[config.mk]
export PLATFORM = sky130hd
export DESIGN_NAME = mdu_iterative
export DESIGN_NICKNAME = d
export VERILOG_FILES = /design/src/rtl/mdu_pkg.sv /design/src/rtl/mdu_divstep.sv /design/src/rtl/mdu_iterative.sv
export SDC_FILE = /design/constraint.sdc
export NUM_CORES = 1
export LEC_CHECK = 0
export CELL_PAD_IN_SITES_DETAIL_PLACEMENT = 1
export CELL_PAD_IN_SITES_GLOBAL_PLACEMENT = 2
export CORE_MARGIN = 3
export CORE_UTILIZATION = 35
export DETAILED_ROUTE_END_ITERATION = 10
export PLACE_DENSITY_LB_ADDON = 0.2
export SKIP_LAST_GASP = 1
export SLEW_MARGIN = 0
export SYNTH_ARGS = -nofsm -noshare
export SYNTH_HDL_FRONTEND = slang
export SYNTH_SLANG_ARGS = --single-unit
[constraint.sdc]
create_clock -name clk -period 6.56 [get_ports clk]
set_input_delay 1.312 -clock clk [delete_from_list [all_inputs] [get_ports clk]]
set_output_delay 1.312 -clock clk [all_outputs]
set_load 0.03 [all_outputs]
[src/rtl/mdu_pkg.sv]
// Shared types for the iterative multiply/divide unit: op codes, FSM states
// and the iteration-counter width helper.
package mdu_pkg;

  typedef enum logic [2:0] {
    MDU_MULTU = 3'b000,
    MDU_MULT  = 3'b001,
    MDU_DIVU  = 3'b010,
    MDU_DIV   = 3'b011,
    MDU_MTHI  = 3'b100,
    MDU_MTLO  = 3'b101,
    MDU_MADDU = 3'b110,
    MDU_MADD  = 3'b111
  } mdu_op_e;

  typedef enum logic [1:0] {
    IDLE = 2'd0,
    ITER = 2'd1,
    FIX  = 2'd2
  } mdu_state_e;

  // Counter must hold the value WIDTH itself.
  function automatic int mdu_cnt_w(input int width);
    return $clog2(width + 1);
  endfunction

endpackage

[src/rtl/mdu_divstep.sv]
// One restoring-division step: trial-subtract the divisor from the shifted
// partial remainder, keep the difference when it does not go negative.
module mdu_divstep #(
  parameter int WIDTH = 32
) (
  input  logic [WIDTH:0]   rem_in,
  input  logic [WIDTH-1:0] divisor,
  output logic [WIDTH-1:0] rem_out,
  output logic             qbit
);

  logic [WIDTH:0] diff;

  // Trial subtraction; the borrow bit decides the quotient bit.
  assign diff    = rem_in - {1'b0, divisor};
  assign qbit    = ~diff[WIDTH];
  assign rem_out = qbit ? diff[WIDTH-1:0] : rem_in[WIDTH-1:0];

endmodule

[src/rtl/mdu_iterative.sv]
// Multi-cycle multiply/divide unit with HI/LO registers. Radix-2 shift-add
// multiply and restoring divide, one bit per cycle, on sign magnitudes;
// signs are re-applied in the FIX cycle together with the HI/LO write-back.
// Optional MDU_MADD_EN enables MADDU/MADD ({Hi,Lo} += product).
module mdu_iterative
  import mdu_pkg::*;
#(
  parameter int WIDTH = 32
) (
  input  logic             clk,
  input  logic             rst,
  input  logic             Start,
  input  logic [2:0]       MDOp,
  input  logic [WIDTH-1:0] SrcA,
  input  logic [WIDTH-1:0] SrcB,
  input  logic             Flush,
  output logic             Busy,
  output logic             Done,
  output logic [WIDTH-1:0] Hi,
  output logic [WIDTH-1:0] Lo
);

  localparam int CW = mdu_cnt_w(WIDTH);

  mdu_state_e         state;
  mdu_op_e            op;
  logic [CW-1:0]      cnt;
  logic [2*WIDTH-1:0] acc;   // {partial hi / remainder, multiplier / dividend->quotient}
  logic [WIDTH-1:0]   b;     // multiplicand or divisor magnitude
  logic               neg_q, neg_r, dz;

  mdu_op_e          req;
  logic             req_iter, a_neg, b_neg, is_div;
  logic [WIDTH-1:0] a_mag, b_mag;

  assign req    = mdu_op_e'(MDOp);
  assign a_neg  = MDOp[0] & SrcA[WIDTH-1];
  assign b_neg  = MDOp[0] & SrcB[WIDTH-1];
  assign a_mag  = a_neg ? -SrcA : SrcA;
  assign b_mag  = b_neg ? -SrcB : SrcB;
  assign is_div = (op == MDU_DIVU) || (op == MDU_DIV);

`ifdef MDU_MADD_EN
  assign req_iter = ~MDOp[2] | MDOp[1];
`else
  assign req_iter = ~MDOp[2];
`endif

  // Per-cycle step for both operations.
  logic [WIDTH:0]     msum;
  logic [WIDTH-1:0]   drem;
  logic               dbit;
  logic [2*WIDTH-1:0] next_iter;

  assign msum = {1'b0, acc[2*WIDTH-1:WIDTH]} + (acc[0] ? {1'b0, b} : '0);

  mdu_divstep #(.WIDTH(WIDTH)) u_divstep (
    .rem_in  ({acc[2*WIDTH-1:WIDTH], acc[WIDTH-1]}),
    .divisor (b),
    .rem_out (drem),
    .qbit    (dbit)
  );

  assign next_iter = is_div ? {drem, acc[WIDTH-2:0], dbit}
                            : {msum, acc[WIDTH-1:1]};

  // Sign fix-up and write-back value used in FIX.
  logic [2*WIDTH-1:0] prod, wb_mul, wb;
  logic [WIDTH-1:0]   quo, rmd, wb_lo, wb_hi;

  assign prod = neg_q ? -acc : acc;
`ifdef MDU_MADD_EN
  logic madd;
  assign madd   = (op == MDU_MADDU) || (op == MDU_MADD);
  assign wb_mul = madd ? prod + {Hi, Lo} : prod;
`else
  assign wb_mul = prod;
`endif
  assign quo   = acc[WIDTH-1:0];
  assign rmd   = acc[2*WIDTH-1:WIDTH];
  // Divide by zero: quotient forced to all ones; the remainder naturally
  // ends up as the dividend, so Hi returns SrcA after the sign fix.
  assign wb_lo = dz ? {WIDTH{1'b1}} : (neg_q ? -quo : quo);
  assign wb_hi = neg_r ? -rmd : rmd;
  assign wb    = is_div ? {wb_hi, wb_lo} : wb_mul;

  // Control FSM with registered Busy/Done and HI/LO.
  always_ff @(posedge clk or posedge rst) begin
    if (rst) begin
      state <= IDLE;
      op    <= MDU_MULTU;
      cnt   <= '0;
      acc   <= '0;
      b     <= '0;
      neg_q <= 1'b0;
      neg_r <= 1'b0;
      dz    <= 1'b0;
      Busy  <= 1'b0;
      Done  <= 1'b0;
      Hi    <= '0;
      Lo    <= '0;
    end else begin
      Done <= 1'b0;
      case (state)
        IDLE: begin
          if (Start && !Flush) begin
            if (req == MDU_MTHI) begin
              Hi <= SrcA;
            end else if (req == MDU_MTLO) begin
              Lo <= SrcA;
            end else if (req_iter) begin
              op    <= req;
              acc   <= {{WIDTH{1'b0}}, a_mag};
              b     <= b_mag;
              neg_q <= a_neg ^ b_neg;
              neg_r <= a_neg;
              dz    <= (SrcB == '0);
              cnt   <= CW'(WIDTH);
              Busy  <= 1'b1;
              state <= ITER;
            end
          end
        end
        ITER: begin
          if (Flush) begin
            Busy  <= 1'b0;
            state <= IDLE;
          end else begin
            acc <= next_iter;
            cnt <= cnt - CW'(1);
            if (cnt == CW'(1)) state <= FIX;
          end
        end
        FIX: begin
          Busy  <= 1'b0;
          state <= IDLE;
          if (!Flush) begin
            {Hi, Lo} <= wb;
            Done     <= 1'b1;
          end
        end
        default: begin
          Busy  <= 1'b0;
          state <= IDLE;
        end
      endcase
    end
  end

endmodule

# After elaboration in Yosys (flattened, before gate mapping)
# Cells that the tools add are included.
[word_totals]
register_bits = 175
latchBits = 0
ram_bits = 0
mem_bits_ro = 0
in_bits = 71
out_inout_bits = 66
mem_count = 0
[op_classes]
add_sub_neg = 8
mul = 0
n_div = 0
n_lt_le_gt_ge = 0
n_eq_ne = 17
shifts = 0
mux = 46
bitwise_logic = 7
n_reduce_logical = 13
[op_table]
columns = ["operator", "count"]
rows = [
  ["64-bit 2-to-1 mux", 8],
  ["32-bit 2-to-1 mux", 14],
  ["32-bit negator", 4],
  ["32-bit one-hot mux with 2 select lines", 2],
  ["64-bit one-hot mux with 2 select lines", 1],
  ["64-bit negator", 1],
  ["32-bit by 32-bit adder with 33-bit output", 1],
  ["33-bit by 32-bit subtractor with 33-bit output", 1],
  ["32-bit zero test", 1],
  ["6-bit 2-to-1 mux", 5],
  ["5-bit AND reduction", 4],
  ["2-bit != test (second input constant)", 9],
  ["2-bit 2-to-1 mux", 6],
  ["6-bit one-hot mux with 2 select lines", 1],
  ["1-bit 2-to-1 mux", 7],
  ["2-bit equality test (second input constant)", 3],
  ["3-bit equality test (second input constant)", 2],
  ["6-bit by 1-bit equality test with 1-bit output (second input constant)", 1],
  ["6-bit AND reduction", 1],
  ["6-bit by 1-bit subtractor with 6-bit output (second input constant)", 1],
  ["1-bit NOT", 4],
  ["2-bit one-hot mux with 2 select lines", 1],
  ["4-bit AND reduction", 1],
  ["2-bit nonzero test", 2],
  ["9 further kinds", 10],
]

# Depth between registers and ports, before layout
[logic_depth]
word_depth = 7
mapped_depth = 15
depth_no_buf = 13

# Modules after synthesis
# From an unflattened synthesis, not the netlist that was laid out.
[hier_totals]
hier_cells = 1848
hier_area_um2 = 14845.5
[by_module_without_submodules]
columns = ["module", "instances", "cells_per_inst", "area_each_um2", "seq_area_each_um2"]
rows = [
  ["mdu_iterative", 1, 1543, 12487.0, 4354.2],
  ["mdu_divstep", 1, 305, 2358.5, 0.0],
]

# Worst setup path before layout
# No wires, ideal clock.
[synth_path]
path_kind = "input to register"
start = "input SrcA[6]"
end = "register acc[29]"
setup_ns = 0.120
t_arrival_ns = 3.211
required_ns = 6.440
setup_slack_ns = 3.228
path_stages = 9
n_path_buf = 0
cell_sequence = "or4_4 > nor4_4 > nand2_1 > or2_1 > nand2b_4 > o31a_1 > xor2_1 > o21ai_1 > nand2_1"
[synth_between]
elab_chain_len = 7
[synth_lines]
columns = ["item", "line", "rtl"]
rows = [
  ["start: declaration", "mdu_iterative.sv:14", "input logic [WIDTH-1:0] SrcA,"],
  ["32-bit negator", "mdu_iterative.sv:39", "assign a_mag = a_neg ? -SrcA : SrcA;"],
  ["32-bit 2-to-1 mux", "mdu_iterative.sv:39", ""],
  ["64-bit 2-to-1 mux", "mdu_iterative.sv:111", "end else if (req_iter) begin"],
  ["64-bit 2-to-1 mux", "mdu_iterative.sv:109", "end else if (req == MDU_MTLO) begin"],
  ["64-bit 2-to-1 mux", "mdu_iterative.sv:107", "if (req == MDU_MTHI) begin"],
  ["64-bit 2-to-1 mux", "mdu_iterative.sv:106", "if (Start && !Flush) begin"],
  ["64-bit one-hot mux with 2 select lines", "mdu_iterative.sv:104", "case (state)"],
  ["end signal: assignment", "mdu_iterative.sv:113", "acc <= {{WIDTH{1'b0}}, a_mag};"],
  ["end signal: assignment", "mdu_iterative.sv:129", "acc <= next_iter;"],
  ["end: declaration", "mdu_iterative.sv:28", "logic [2*WIDTH-1:0] acc;"],
]
# Every way passes these cells. The select of a mux whose other input is x is not followed.
# A chain may end at the register's enable or synchronous reset.

# Worst setup path after layout
[layout_path]
start = "input SrcA[4]"
end = "register acc[22]"
# Same word-level chain as after synthesis.

==> impl_metrics.csv <==
group,metric,value,unit
placed_design,dpl.hpwl,39180,um
synth,synth.distinct_cells,78,
synth,ys_ff_latch,174,
floorplanning,die_h,209.7,um
cts,clkTransAtPathRegs,0.07,ns
worst_setup_path,r2r_start,"acc[32]$_DFFE_PP0P_",
timing,maxSlewHeadroom,0.2142,
timing,post-route-period-util,0.6223,
synth,async_reset_ff_frac,1.000,
global_routing,grt_pass1_vias,14200,
placed_design,place_congestion,0.8822,
global_routing,grt_max_degree,94,
synth,syn-instance-count,1822,
layout,layout.nets,2034,
min_path,hold_class,"reg -> reg",
pwr,p_leak,7.276,nW
global_routing,grt_overflow,0,
synth,syn-num-nets,1965,
synth,ys.flop_type,"dfrtp_1",
worst_setup_path,critical_path.max_fanout,6,
cts,cts_buffers,17,
timing,setup_violations,0,
pwr,p_per_area,287.1,mW/mm^2
timing,finalHoldViolCount,0,
cts,cts_tree,"done",
layout,final_cells,2429,
synth,synth_most_common_cell,"nand2_1",
timing,setup_tns,0,ns
synth,synth_common_cells,"nand2_1, o21ai_0, dfrtp_1, nor2_1, a21oi_1",
synth,syn_area,0.01452,mm^2
layout,area_delta_synth_final,16.20,%
worst_setup_path,cp_top_family,"simple AND/OR/NAND/NOR gates",
worst_setup_path,worstPathArrival,4.37,ns
worst_setup_path,regToRegSetupSlack,2.48,ns
pwr,total_power,4.846,mW
run_status,outcome,"completed",
worst_setup_path,cp-start-kind,"input pin",
drt,first_pass_iters,5,
cts,ctsRootBufferMaster,"clkbuf_16",
timing,final.setup_skew,0.01114,ns
timing,maxSlewViolCount,0,
layout,multi_input_area,0.009534,mm^2
cts,cts_resized,0,
synth,synth_edf_count,0,
timing,grt_setup_unrepaired,"no",
global_routing,antenna_found_initial,0,
layout,layout-drive-gt1-share,0.05200,
global_routing,grt_pass1_wl,81840,um
global_routing,track_usage,0.2329,
worst_setup_path,cp_slowest_cell,"or4_4",
worst_setup_path,end_kind,"flop",
worst_setup_path,r2r_cells,12,
layout,fillers,4921,
cts,htreeDepth,4,
worst_setup_path,cp_cell_sequence,"clkdlybuf4s50_1, or4_4, nor4_1, nand2_1, nor2_1, and2_1, nor2_1, xor2_1, o21ai_0, o21ai_0",
layout,antennaDiodeCount,0,
cts,hold_buffers,0,
synth,synth_top_area_cell,"dfrtp_1",
floorplanning,fp-row-count,73,
drt,totalWireLength,51440,um
drt,antenna_left,0,
floorplanning,die_x,209.7,um
timing,fmax,0.2449,GHz
worst_setup_path,cp.depth,10,
synth,synth.area.top_cells,"dfrtp_1, o21ai_0, nand2_1",
floorplanning,io_pins,137,
job,drv_cap,0,
layout,seq_area,0.004355,mm^2
floorplanning,core,0.04037,mm^2
drt,post-route-drc-count,0,
synth,ys_seq_area_frac,0.2998,
cts,cts.sinks,174,
timing,min_period,4.083,ns
cts,clk_latency,0.45,ns
synth,syn_area_per_cell,7.971,um^2
worst_setup_path,path_class,"in -> reg",
floorplanning,initial_core_util,0.3598,
cts,max-clock-path-buffers,2,
drt,wl_per_cell,21.18,um
worst_setup_path,slowest_delay,0.60,ns
cts,cts_setup_buffers,0,
worst_setup_path,cp-startpoint,"SrcA[4]",
drt,drtIter0Drc,805,
timing,worst_pin_slew,1.177,ns
worst_setup_path,rr_endpoint,"acc[61]$_DFFE_PP0P_",
worst_setup_path,endpoint,"acc[22]$_DFFE_PP0P_",
floorplanning,die_area,0.04398,mm^2
drt,vias,13730,
drt,via_per_inst,5.653,
placed_design,dp.cells,2397,
pwr,max-vdd-ir-drop,154.1,uV
synth,synth_top_area_share,0.2998,
worst_setup_path,cp.required,6.85,ns
placed_design,port_buffers,136,
synth,ys.warnings.count,0,
worst_setup_path,crit_buf_inv,1,
-- report_power, final --
group / internal [mW] / switching [mW] / total [mW]
Combinational: 0.890 / 1.34 / 2.23
Clock: 0.556 / 0.484 / 1.04
Sequential: 1.29 / 0.278 / 1.57
Total: 2.74 / 2.11 / 4.85
-- cell families after synthesis --
logic type	count (synthesis)	synth area share
AO/OA/AOI/OAI	591	0.2495
AND/OR/NAND/NOR	569	0.1858
XOR/XNOR	179	0.1079
flip-flops	174	0.2998
buffers and inverters	170	0.04772
adder cells (fa/ha/maj)	72	0.06306
multiplexers	67	0.04617
-- cells in the final DEF, fill, tap and decap left out, types with 17 or more instances in the layout --
cell type / instances
inv_1: 64
o22ai_1: 32
clkdlybuf4s50_1: 136
clkbuf_16: 17
a22oi_1: 17
xor2_1: 71
a21oi_1: 108
o21ai_1: 29
nor2_1: 125
ha_1: 70
o31ai_1: 27
dfrtp_1: 173
xnor2_1: 108
mux2i_1: 67
o21ai_0: 215
nand2_1: 253
a21o_1: 30
buf_4: 19
nor3_1: 36
-- stage by stage --
stage	util	hold slack, ns	cell area [um^2]	setup slack (ns)
finish	0.4180	0.4763	16880	2.477
detailed placement	0.4037	0.4708	16300	2.069
floorplan	-	0.4436	14520	0.5312
global placement	0.4037	0.4606	16300	2.171
CTS	0.4180	0.4860	16880	2.452
global route	0.4180	0.5057	16880	2.174
-- layer usage --
layer,global-route usage,wire (um),vias up
li1,-,-,6656
met5,0,0,-
met2,0.3940,24350,279
met4,0.07136,1251,0
met3,0.02810,1926,64
met1,0.3116,23910,6731
-- worst min-delay path, cell delays in order (launching register included) --
cell     delay (ns)
dfrtp_1        0.34
nand2_1        0.05
o21ai_0        0.06
-- sequential cells by signal, summed over array words and instances, names as in the netlist --
name / flops
Busy: 1
Done: 1
Hi: 32
Lo: 32
acc: 64
b: 32
cnt: 6
dz: 1
neg_q: 1
neg_r: 1
op: 1
state: 2
-- cell type report --
cell class              count  share of cell area
clock buffers              20             0.02765
multi-input cells        1478              0.5649
well taps                 525             0.03892
flip-flops and latches    174              0.2581
inverters                  65             0.01475
repair buffers            155             0.08912
clock inverters            12            0.006524
-- how the worst min path moves through the flow --
| stage | startpoint | to | slack [ns] | cells after the start |
|---|---|---|---|---|
| after global placement | b[6]$_DFFE_PP0P_ | b[6]$_DFFE_PP0P_ | 0.46 | 2 |
| after detailed placement | b[11]$_DFFE_PP0P_ | b[11]$_DFFE_PP0P_ | 0.47 | 2 |
| final | b[12]$_DFFE_PP0P_ | b[12]$_DFFE_PP0P_ | 0.48 | 2 |
| after floorplan | dz$_DFFE_PP0P_ | dz$_DFFE_PP0P_ | 0.44 | 2 |
| after CTS | b[11]$_DFFE_PP0P_ | b[11]$_DFFE_PP0P_ | 0.49 | 2 |
| after global routing | Lo[3]$_DFFE_PP0P_ | Lo[3]$_DFFE_PP0P_ | 0.51 | 2 |
Power figures use the tool's default switching activity.
